[src/rtl/time_counter.sv]
// Time-of-day counter: prescaled one-second tick advancing hh:mm:ss plus a
// seconds-since-midnight mirror, with load (range checked) and increment controls.
module time_counter #(
    parameter int unsigned CLK_HZ = 100000000
) (
    input  logic        clk,
    input  logic        rst,
    input  logic        run_en,
    input  logic        load,
    input  logic [4:0]  load_hour,
    input  logic [5:0]  load_min,
    input  logic [5:0]  load_sec,
    input  logic        inc_hour,
    input  logic        inc_min,
    output logic [16:0] cur_sec,
    output logic [4:0]  hour,
    output logic [5:0]  min,
    output logic [5:0]  sec,
    output logic        sec_tick,
    output logic        day_wrap,
    output logic        load_err
);

    localparam int unsigned PRE_W = (CLK_HZ > 1) ? $clog2(CLK_HZ) : 1;
    localparam logic [PRE_W-1:0] PRE_LAST = PRE_W'(CLK_HZ - 1);
    localparam logic [16:0] DAY_LAST = 17'd86399;

    typedef enum logic {
        STOP = 1'b0,
        RUN  = 1'b1
    } state_t;

    state_t           state;
    logic [PRE_W-1:0] pre;

    logic        load_ok;
    logic [16:0] load_cs;
    logic [16:0] min_adj_cs;
    logic [16:0] inc_cs;

    // Load validation and the seconds-since-midnight value implied by each control.
    // Increment adjustments use modulo-2^17 offsets; the result is always a valid time.
    always_comb begin
        load_ok    = 1'b0;
        load_cs    = '0;
        min_adj_cs = cur_sec;
        inc_cs     = cur_sec;

        load_ok = (load_hour <= 5'd23) && (load_min <= 6'd59) && (load_sec <= 6'd59);
        load_cs = 17'(load_hour) * 17'd3600 + 17'(load_min) * 17'd60 + 17'(load_sec);

        if (inc_min) begin
            min_adj_cs = (min == 6'd59) ? (cur_sec - 17'd3540) : (cur_sec + 17'd60);
        end
        inc_cs = min_adj_cs;
        if (inc_hour) begin
            inc_cs = (hour == 5'd23) ? (min_adj_cs - 17'd82800) : (min_adj_cs + 17'd3600);
        end
    end

    always_ff @(posedge clk) begin
        if (rst) begin
            state    <= STOP;
            pre      <= '0;
            hour     <= '0;
            min      <= '0;
            sec      <= '0;
            cur_sec  <= '0;
            sec_tick <= 1'b0;
            day_wrap <= 1'b0;
            load_err <= 1'b0;
        end else begin
            sec_tick <= 1'b0;
            day_wrap <= 1'b0;
            load_err <= 1'b0;

            case (state)
                STOP: if (run_en)  state <= RUN;
                RUN:  if (!run_en) state <= STOP;
            endcase

            if (load) begin
                if (load_ok) begin
                    hour    <= load_hour;
                    min     <= load_min;
                    sec     <= load_sec;
                    cur_sec <= load_cs;
                    pre     <= '0;
                end else begin
                    load_err <= 1'b1;
                end
            end else if (inc_hour || inc_min) begin
                if (inc_min) begin
                    min <= (min == 6'd59) ? 6'd0 : min + 6'd1;
                end
                if (inc_hour) begin
                    hour <= (hour == 5'd23) ? 5'd0 : hour + 5'd1;
                end
                cur_sec <= inc_cs;
                // A terminal count here is held so the tick fires on a later free cycle.
                if (run_en && (pre != PRE_LAST)) begin
                    pre <= pre + PRE_W'(1);
                end
            end else if (run_en) begin
                if (pre == PRE_LAST) begin
                    pre      <= '0;
                    sec_tick <= 1'b1;
                    cur_sec  <= (cur_sec == DAY_LAST) ? 17'd0 : cur_sec + 17'd1;
                    if (sec == 6'd59) begin
                        sec <= '0;
                        if (min == 6'd59) begin
                            min <= '0;
                            if (hour == 5'd23) begin
                                hour     <= '0;
                                day_wrap <= 1'b1;
                            end else begin
                                hour <= hour + 5'd1;
                            end
                        end else begin
                            min <= min + 6'd1;
                        end
                    end else begin
                        sec <= sec + 6'd1;
                    end
                end else begin
                    pre <= pre + PRE_W'(1);
                end
            end
        end
    end

endmodule

[config.mk]
export PLATFORM = sky130hd
export DESIGN_NAME = time_counter
export DESIGN_NICKNAME = d
export VERILOG_FILES = /design/src/rtl/time_counter.sv
export SDC_FILE = /design/constraint.sdc
export NUM_CORES = 1
export LEC_CHECK = 0
export CORE_MARGIN = 2
export CORE_UTILIZATION = 59
export DETAILED_ROUTE_END_ITERATION = 12
export DONT_BUFFER_PORTS = 1
export HOLD_SLACK_MARGIN = 0.03
export PLACE_DENSITY = 0.83
export SYNTH_ARGS = -nofsm -noshare
export SYNTH_HDL_FRONTEND = slang
export SYNTH_SLANG_ARGS = --single-unit
[constraint.sdc]
create_clock -name clk -period 4.8 [get_ports clk]
set_clock_uncertainty 0.2 [all_clocks]
set_input_delay 0.72 -clock clk [delete_from_list [all_inputs] [get_ports clk]]
set_output_delay 0.72 -clock clk [all_outputs]
set_load 0.02 [all_outputs]
==> metrics.md <==
| Metric | Value |
|---|---|
| CP max FO | `5` |
| CP Class | `input pin to flip-flop` |
| Initial DRC Count | `361` |
| Placed Area | `approximately 6600 um^2` |
| Placeable core area | `around 10000 um^2` |
| Post-synth ARST share | `0%` |
| Htree depth | `3` |
| Post-synth top area share | `roughly 20%` |
| Total GRT Usage | `between 20% and 30%` |
| Count of final setup violators | `0` |
| Syn avg cell area | `7.897 um^2` |
| Setup WS post-layout | `200.5 ps` |
| Syn Nets | `a little over 900` |
| PwrDens | `359.2 nW/um^2` |
| Setup WS pre-CTS | `-210.4 ps` |
| Switching share of total power | `42.48%` |
| Num CTS Buffers | `9` |
| Clock Tree Buf Depth | `2` |
| Hold Violations, Final | `0` |
| DR pass1 iterations | `5` |
| Max Cap Viol | `0` |
| Sequential-to-total area share from yosys stat | `between 20% and 30%` |
| Clock Latency Late Sink | `approximately 360 ps` |
| EDFF count, synth | `0` |
| Flop pwr share | `between 20% and 30%` |
| Ports | `60` |
| Fmax | `~220 MHz` |
| Fin Hold WS | `between 200 and 250 ps` |
| Final ANT Viol Nets | `0` |
| Final wirelength | `roughly 17000 um` |
| Gpl congestion | `about 0.95` |
| Switching power | `approximately 1.0 mW` |
| Vias in the first global route | `5862` |
| Most common flop cell mapped by yosys | `dfxtp_1` |
| Site row count | `37` |
| Crit path capture type | `flip-flop` |
| Die Y | `~110 um` |
| Static Leak | `~2.8 nW` |
| Wire per inst | `between 15 and 20 um` |
| Clk root buf | `clkbuf_8` |
| Overall Power | `around 2.4 mW` |
| Slew HR | `a little under a third` |
| DR vias/cell | `between 6 and 7` |
| Ys Warns | `0` |
| DRC violations left | `0` |
| Post-layout util | `about two thirds` |
| Arr. time, crit path | `around 4700 ps` |
| Synth area leaders | `dfxtp_1 (20%), ha_1 (14%), xnor2_1 (5.8%)` |
| Slew Viols, Final | `0` |
| Post-layout net count | `916` |
| Vias | `just under 6k` |
| Min cycle time layout | `~4600 ps` |
| Port bufs | `0` |
| Largest net degree at the start of global routing | `57` |
| Netlist cell types | `85` |
| Crit start category | `input pin` |
| Tightest Hold Check Type | `input pin to flip-flop` |
| Logic pwr share | `between 50 and 60%` |
| Cell accounting for the most synthesized area | `dfxtp_1` |
| Synth Register Bits | `64` |
| WP data required | `between 4000 and 5000 ps` |
| Reg clk slew, reported paths | `80 ps` |
| Die X | `108.0 um` |
| Clock sinks | `64` |
| Grt ovf | `0` |
| Int Pwr | `between 1 and 1.5 mW` |
| CTS tree | `built` |
| Status | `finished clean` |
| Peak VDD IR | `between 200 and 300 uV` |
| Clk pwr share | `between 10% and 20%` |
| Die ar. | `about 12000 um^2` |
| Starting Density | `about three fifths` |
| Initial antenna violation count | `1` |
| DP HPWL | `12850 um` |
| RSZ-0062 raised after global routing | `yes` |
| Synth-to-layout area growth | `6.882%` |
| Synth Cell Area | `between 6000 and 7000 um^2` |
| Cell count after synthesis | `between 800 and 900` |
| Fraction of layout cells with a size suffix above 1 | `a little over a tenth` |
| Fin crit share | `95.82%` |
| Global-route wire length before repair | `between 20000 and 30000 um` |
| Worst Max-Slew Pin Slew | `between 1000 and 1500 ps` |
| Final Cell Area | `6820 um^2` |
synthesized netlist by cell type (4+ instances only):
library cell / instances
o21ai_0: 42
or3_1: 6
nor2_1: 95
xor2_1: 24
and3_1: 14
clkbuf_1: 21
nand2b_1: 9
a211oi_1: 16
a22oi_1: 12
inv_1: 56
nor4bb_1: 4
fa_1: 15
o22ai_1: 4
o21bai_1: 8
buf_2: 11
ha_1: 70
nor3_1: 19
nor4b_1: 4
nand2_1: 63
a21o_1: 8
nor4_1: 4
mux2i_1: 7
xnor2_1: 42
nand3_1: 30
o31ai_1: 6
nor2b_1: 6
nand4_1: 8
dfxtp_1: 64
a21oi_1: 55
registers in the layout (all words and copies together) (netlist names):
name and cells:
cur_sec 17, day_wrap 1, hour 5, load_err 1, min 6, pre 27
sec 6, sec_tick 1
placed cells by master (no fill, tap or decap), drive strengths merged, types with 4 or more instances in the layout:
master  instances
clkbuf         12
nor4            5
fa             15
nor4b           4
or2             4
and3           14
nand2b          9
xnor2          44
and4            4
nand3          31
xor2           26
nor2b           6
and2            5
o21ai          47
buf            26
mux2i           7
dfxtp          64
or3             6
nor4bb          4
a22oi          13
a31oi           4
ha             70
nor3           19
o21bai          8
a21o            8
o31ai           7
a211oi         17
a21oi          56
o22ai           4
nand2          64
nand4           8
inv            55
nor2           96
metal layers:
metal | vias to the layer above | part of all wire, % | GRT usage, %
met3 | 41 | 9.1 | 8.740
met4 | 0 | 2.4 | 10.81
met5 | - | 0 | 0
met1 | 2784 | 39 | 35.31
met2 | 292 | 49 | 50.76
li1 | 2840 | - | -
timing repair:
action | in CTS | in global routing
buffers inserted | 0 | 1
hold buffers | 0 | 0
setup endpoints to repair | 0 | 3
gates resized for setup | 0 | 5
final timing paths:
path	start	endpoint	slack, ps	cells after the start
worst min-delay path	rst	cur_sec[12]$_SDFFE_PP0P_	220	1
worst max-delay path	load_min[3]	cur_sec[16]$_SDFFE_PP0P_	200	21
worst max register to register	min[0]$_SDFFE_PP0P_	cur_sec[15]$_SDFFE_PP0P_	230	17
worst min register to register	pre[10]$_SDFFE_PP0P_	pre[10]$_SDFFE_PP0P_	320	2
critical path: stages:
cell,delay [ps]
clkinvlp_4,90
fa_1,510
fa_1,520
inv_2,50
ha_4,240
a21o_1,160
a21oi_2,150
o21bai_1,80
a21oi_1,160
xnor2_1,140
ha_1,280
ha_4,290
nand3_2,60
a21oi_2,110
a22oi_2,100
a211oi_2,220
nand4_1,140
xnor2_1,160
nand2_1,100
nor4b_2,170
nor4_2,200
power groups by stage:
stage	logic, mW	registers [mW]	clock network [mW]
floorplan	0.998	0.672	0
global placement	1.23	0.719	0
detailed placement	1.28	0.721	0
CTS	1.30	0.709	0.427
global route	1.45	0.719	0.454
finish	1.31	0.711	0.427
metrics by stage:
stage / setup TNS [ps] / instances
3_5_place_dp: -719.8 / 932
4_1_cts: 0 / 947
5_1_grt: -83.65 / 949
6_report: 0 / 949
3_3_place_gp: -203.2 / 932
2_1_floorplan: -84.82 / 808
area by class of cell:
cell class,count,area [um^2]
clock buffers,12,155.1
multi-input cells,650,4780
repair buffers,26,195.2
well taps,136,170.2
fillers,821,3596
clock inverters,3,17.52
flip-flops and latches,64,1282
inverters,57,217.7
diodes,1,2.502
cell families (layout without fill, tap and decap cells):
| logic type | after synthesis | count (layout) | synth area share [%] |
|---|---|---|---|
| buffers and inverters | 94 | 98 | 6.098 |
| other | 0 | 1 | 0 |
| XOR/XNOR | 70 | 70 | 10.08 |
| AO/OA/AOI/OAI | 192 | 192 | 20.59 |
| flip-flops | 64 | 64 | 20.08 |
| multiplexers | 8 | 8 | 1.333 |
| adder cells (fa/ha/maj) | 87 | 87 | 18.78 |
| AND/OR/NAND/NOR | 293 | 293 | 23.04 |
No activity file was read; power rests on OpenSTA's default activity.
